File: src/rtl/n4_serial_subtractor_ctrl_pkg.sv
// n4_serial_subtractor_ctrl_pkg: FSM encoding, nibble width and counter sizing helper.
// Rev 1.0
`default_nettype none
package n4_serial_subtractor_ctrl_pkg;

  localparam int NIB_W = 4;

  typedef enum logic [1:0] {
    ST_IDLE = 2'b00,
    ST_RUN  = 2'b01,
    ST_DONE = 2'b10
  } state_e;

  // Returns the ceiling of log2(n), never less than 1 bit.
  function automatic int clog2_min1(input int n);
    int r;
    r = 0;
    for (int i = 0; i < 31; i++) begin
      if ((1 << i) < n) r = i + 1;
    end
    return (r < 1) ? 1 : r;
  endfunction

endpackage
`default_nettype wire

File: src/rtl/n4_serial_subtractor_ctrl_if.sv
// n4_serial_subtractor_ctrl_if: start/ready/done request bus; zero present with SERIAL_SUB_ZERO_EN.
// Rev 1.0
`default_nettype none
interface n4_serial_subtractor_ctrl_if #(
  parameter int NIBBLES = 4
);
  localparam int W = 4 * NIBBLES;

  logic         start;
  logic [W-1:0] x;
  logic [W-1:0] y;
  logic         bin;
  logic         ready;
  logic [W-1:0] d;
  logic         bout;
  logic         done;
`ifdef SERIAL_SUB_ZERO_EN
  logic         zero;

  modport master (output start, x, y, bin, input ready, d, bout, done, zero);
  modport slave  (input start, x, y, bin, output ready, d, bout, done, zero);
`else
  modport master (output start, x, y, bin, input ready, d, bout, done);
  modport slave  (input start, x, y, bin, output ready, d, bout, done);
`endif

endinterface
`default_nettype wire

File: src/rtl/n4_b2_subtractor.sv
// n4_b2_subtractor: 4-bit base-2 subtractor slice, diff = a - b - bin with borrow out.
// Rev 1.0
`default_nettype none
module n4_b2_subtractor (
  input  logic [3:0] a_i,
  input  logic [3:0] b_i,
  input  logic       bin_i,
  output logic [3:0] diff_o,
  output logic       bout_o
);
  logic [4:0] wide_w;

  // A negative result wraps modulo 32, so bit 4 is exactly the borrow.
  assign wide_w = {1'b0, a_i} - {1'b0, b_i} - {4'b0, bin_i};
  assign diff_o = wide_w[3:0];
  assign bout_o = wide_w[4];

endmodule
`default_nettype wire

File: src/rtl/n4_serial_subtractor_ctrl.sv
// n4_serial_subtractor_ctrl: wide X - Y - bin computed one nibble per clock, LSB first.
// Optional feature macro: SERIAL_SUB_ZERO_EN (adds zero output). Rev 1.0
`default_nettype none
module n4_serial_subtractor_ctrl
  import n4_serial_subtractor_ctrl_pkg::*;
#(
  parameter int NIBBLES = 4
) (
  input  logic                      clk_i,
  input  logic                      rst_i,
  n4_serial_subtractor_ctrl_if.slave bus
);
  localparam int            W    = NIB_W * NIBBLES;
  localparam int            CW   = clog2_min1(NIBBLES);
  localparam logic [CW-1:0] LAST = CW'(NIBBLES - 1);

  state_e           state_q, state_d;
  logic [W-1:0]     xs_q, ys_q, d_q;
  logic [CW-1:0]    cnt_q;
  logic             borrow_q, bout_q;
  logic [NIB_W-1:0] diff_w;
  logic             slice_bout_w;
  logic [W-1:0]     d_shift_w;
  logic             accept_w;
  logic             run_w;

  assign accept_w = (state_q == ST_IDLE) && bus.start;
  assign run_w    = (state_q == ST_RUN);

  n4_b2_subtractor u_slice (
    .a_i    (xs_q[NIB_W-1:0]),
    .b_i    (ys_q[NIB_W-1:0]),
    .bin_i  (borrow_q),
    .diff_o (diff_w),
    .bout_o (slice_bout_w)
  );

  // Each new digit enters at the top so the LSB digit lands at bit 0 after the last step.
  generate
    if (NIBBLES == 1) begin : g_single
      assign d_shift_w = diff_w;
    end else begin : g_multi
      assign d_shift_w = {diff_w, d_q[W-1:NIB_W]};
    end
  endgenerate

  always_ff @(posedge clk_i) begin
    if (rst_i) state_q <= ST_IDLE;
    else       state_q <= state_d;
  end

  always_comb begin
    state_d = state_q;
    unique case (state_q)
      ST_IDLE: if (bus.start) state_d = ST_RUN;
      ST_RUN:  if (cnt_q == LAST) state_d = ST_DONE;
      ST_DONE: state_d = ST_IDLE;
      default: state_d = ST_IDLE;
    endcase
  end

  always_comb begin
    bus.ready = (state_q == ST_IDLE);
    bus.done  = (state_q == ST_DONE);
  end

  always_ff @(posedge clk_i) begin
    if (rst_i) begin
      xs_q     <= '0;
      ys_q     <= '0;
      d_q      <= '0;
      cnt_q    <= '0;
      borrow_q <= 1'b0;
      bout_q   <= 1'b0;
    end else if (accept_w) begin
      xs_q     <= bus.x;
      ys_q     <= bus.y;
      borrow_q <= bus.bin;
      cnt_q    <= '0;
    end else if (run_w) begin
      d_q      <= d_shift_w;
      xs_q     <= xs_q >> NIB_W;
      ys_q     <= ys_q >> NIB_W;
      borrow_q <= slice_bout_w;
      cnt_q    <= cnt_q + CW'(1);
      if (cnt_q == LAST) bout_q <= slice_bout_w;
    end
  end

  assign bus.d    = d_q;
  assign bus.bout = bout_q;

`ifdef SERIAL_SUB_ZERO_EN
  logic zacc_q;

  always_ff @(posedge clk_i) begin
    if (rst_i)         zacc_q <= 1'b0;
    else if (accept_w) zacc_q <= 1'b1;
    else if (run_w)    zacc_q <= zacc_q & (diff_w == '0);
  end

  assign bus.zero = zacc_q;
`endif

endmodule
`default_nettype wire

File: src/flat_wrapper.sv
// flat-port wrapper written by rule: the top's interface ports become plain ports
module n4_serial_subtractor_ctrl_flat import n4_serial_subtractor_ctrl_pkg::*;
#(
  parameter int NIBBLES = 4
)
  (clk_i, rst_i, bus_start, bus_x, bus_y, bus_bin, bus_ready, bus_d, bus_bout, bus_done);
  n4_serial_subtractor_ctrl_if #(.NIBBLES(NIBBLES)) bus_i ();
  input  logic clk_i;
  input  logic rst_i;
  input wire logic [$bits(bus_i.start)-1:0] bus_start;
  input wire logic [$bits(bus_i.x)-1:0] bus_x;
  input wire logic [$bits(bus_i.y)-1:0] bus_y;
  input wire logic [$bits(bus_i.bin)-1:0] bus_bin;
  output wire logic [$bits(bus_i.ready)-1:0] bus_ready;
  output wire logic [$bits(bus_i.d)-1:0] bus_d;
  output wire logic [$bits(bus_i.bout)-1:0] bus_bout;
  output wire logic [$bits(bus_i.done)-1:0] bus_done;
  assign bus_i.start = bus_start;
  assign bus_i.x = bus_x;
  assign bus_i.y = bus_y;
  assign bus_i.bin = bus_bin;
  assign bus_ready = bus_i.ready;
  assign bus_d = bus_i.d;
  assign bus_bout = bus_i.bout;
  assign bus_done = bus_i.done;
  n4_serial_subtractor_ctrl #(.NIBBLES(NIBBLES)) u_core (.clk_i(clk_i), .rst_i(rst_i), .bus(bus_i));
endmodule
File: config.mk
export PLATFORM = sky130hd
export DESIGN_NAME = n4_serial_subtractor_ctrl_flat
export DESIGN_NICKNAME = d
export VERILOG_FILES = /design/src/rtl/n4_serial_subtractor_ctrl_pkg.sv /design/src/rtl/n4_serial_subtractor_ctrl_if.sv /design/src/rtl/n4_b2_subtractor.sv /design/src/rtl/n4_serial_subtractor_ctrl.sv /design/src/flat_wrapper.sv
export SDC_FILE = /design/constraint.sdc
export NUM_CORES = 1
export LEC_CHECK = 0
export CORE_MARGIN = 1.5
export CORE_UTILIZATION = 43
export DETAILED_ROUTE_END_ITERATION = 7
export GPL_TIMING_DRIVEN = 1
export PLACE_DENSITY = 0.7
export SKIP_CTS_REPAIR_TIMING = 1
export SYNTH_ARGS = -nofsm -noshare
export SYNTH_HDL_FRONTEND = slang
export SYNTH_SLANG_ARGS = --single-unit
File: constraint.sdc
create_clock -name clk_i -period 6.71 [get_ports clk_i]
set_input_delay 1.342 -clock clk_i [delete_from_list [all_inputs] [get_ports clk_i]]
set_output_delay 1.342 -clock clk_i [all_outputs]
set_load 0.005 [all_outputs]
==> flow_summary.ini <==
[outcome]
status = completed

[setup_path]
critical_path_class = reg -> out
worstPathMaxFanout = 29
startpoint_type = flip-flop
worstPathArrival_ps = 2060
worstPathRequired_ps = 5370
end_kind = primary output

[sta]
skew_ps = 4.89
finalMaxSlewViolations = 0
fin_tns_setup_ps = 0
setup-violations-final = 0
relSlewSlack = 0.315
tightest_slew_ps = 1030
grt_setup_unrepaired = no
max_freq_mhz = 294
finalCriticalPeriod_ps = 3410
fin_crit_sh = 0.507
setup_ws_ps = 3300
finalHoldViolCount = 0

[route]
avgRoutedWirePerCell_um = 13.1
ant_nets = 0
wl_mm = 5.31
routed_via_density = 5.08
vias = 2057
drc_errors = 0
dr.pass1.iters = 4
drt_iter0_drc = 159

[synth]
ys_types = 30
ys.warnings.count = 0
syn_inst = 293
ys_ff_latch = 54
syn_avg_cell_area_sq_um = 8.51
synth.net_count = 338
synthArstFlopShare = 0
synth_edf_count = 0
netlist_area_sq_mm = 0.00249
ys.flop_type = dfxtp_1
seq_area_frac_synth = 0.434

[power_and_ir_drop]
p_leak_nw = 1.16
peakVddDrop_uv = 129
total_power_mw = 0.734
powerDensity_mw_per_mm2 = 236

[floorplanning]
chipHeight_um = 79.1
die-area_sq_mm = 0.00626
start_util = 0.450
core_area_sq_mm = 0.00554
num_rows = 27
boundaryPins = 55
die_x_um = 79.1

[clock_tree]
cts_tree = done
insertion_delay_ps = 300
htreeDepth = 2
cts_buffers = 5
clk_path_buf_depth = 2
cts-root-buf = clkbuf_8
path_clk_slew_ps = 90
cts.sinks = 54

[cells_and_area]
layout-area-overhead-vs-synth_pct = 24.6
mostFrequentLayoutCells = dfxtp_1, clkdlybuf4s50_1, nand2_1, nor2_1
num-nets-final = 378
final_cells = 405
fill_cells = 545
final_common_cell = dfxtp_1
diodes = 0
drive_above_1_share = 0.105

[grt]
grt_util_met3 = 0.0368
met1_usage = 0.241
grt_pass1_wl_mm = 8.91
antenna_found_initial = 0
grt_util_met2 = 0.291
grt_use_total = 0.180
grt_overflow = 0
grt_pass1_vias = 2005
busiest_layer = met2
grt_max_degree = 56

[worst_hold_path]
hold_path.class = reg -> reg

[placed_design]
post-place-cells = 398
port_buffers = 54
pre_cts_ws_ps = 3580
dp_hpwl_mm = 3.46
gp_congestion = 0.749

[job]
maxCapViolCount = 0
[final cells by class]
class | instances | area, sq um | area share
multi-input combinational | 207 | 1240 | 0.400
sequential | 54 | 1080 | 0.348
timing repair buffer | 55 | 543 | 0.175
tap | 72 | 90.1 | 0.0290
clock buffer | 6 | 82.6 | 0.0266
inverter | 10 | 37.5 | 0.0121
clock inverter | 1 | 30.0 | 0.00967
[Yosys cell counts (all sizes together) (4+ instances only)]
cell type | n | share of area
nand3 | 8 | 0.016
nand2b | 4 | 0.010
nor3 | 26 | 0.092
o22ai | 25 | 0.063
dfxtp | 54 | 0.43
inv | 10 | 0.015
clkbuf | 7 | 0.011
nor2b | 25 | 0.063
nand2 | 37 | 0.056
ha | 7 | 0.035
a21oi | 24 | 0.048
nor2 | 34 | 0.053
buf | 15 | 0.042
[flip-flops by register name (all words and copies together), names as in the netlist]
| register | flops |
|---|---|
| u_core.state_q | 2 |
| u_core.xs_q | 16 |
| u_core.bus.d | 16 |
| u_core.cnt_q | 2 |
| u_core.borrow_q | 1 |
| u_core.ys_q | 16 |
| u_core.bus.bout | 1 |
[worst max-delay path, stage by stage (launching register included)]
cell and delay (ps):
dfxtp_1 1000, nor2b_1 240, clkdlybuf4s50_1 510
[through the flow]
| stage | utilization | hold slack (ps) | area (sq um) |
|---|---|---|---|
| finish | 0.561 | 462 | 3110 |
| global route | 0.561 | 491 | 3110 |
| CTS | 0.561 | 463 | 3110 |
| detailed placement | 0.540 | 450 | 2990 |
| global placement | 0.540 | 442 | 2990 |
| floorplan | - | 448 | 2490 |
[path summary, 6_finish.rpt]
kind	from	endpoint	slack, ps	cells after the start
worst min register to register	u_core.bus.d[0]$_SDFFE_PP0P_	u_core.bus.d[0]$_SDFFE_PP0P_	460	2
worst min-delay path	u_core.bus.d[0]$_SDFFE_PP0P_	u_core.bus.d[0]$_SDFFE_PP0P_	460	2
worst max register to register	u_core.ys_q[0]$_SDFFE_PP0P_	u_core.bus.bout$_SDFFE_PP0P_	4050	10
worst max-delay path	u_core.state_q[1]$_SDFFE_PP0P_	bus_done	3300	2
[layer usage]
layer,vias up,wire length (um)
li1,1062,-
met1,951,2640
met2,38,2390
met3,6,222
met4,0,67
met5,-,0
[power breakdown]
group / switching [mW] / internal (mW) / total (mW)
Clock: 0.101 / 0.119 / 0.221
Sequential: 0.0144 / 0.344 / 0.358
Combinational: 0.0776 / 0.0774 / 0.155
[cells by family after synthesis]
kind of cell | Yosys count | share of synthesized area
AND/OR/NAND/NOR | 138 | 0.302
AO/OA/AOI/OAI | 56 | 0.131
flip-flops | 54 | 0.434
buffers and inverters | 32 | 0.0678
adder cells (fa/ha/maj) | 9 | 0.0512
XOR/XNOR | 3 | 0.0105
multiplexers | 1 | 0.00402
(Power assumes the default switching activity.)
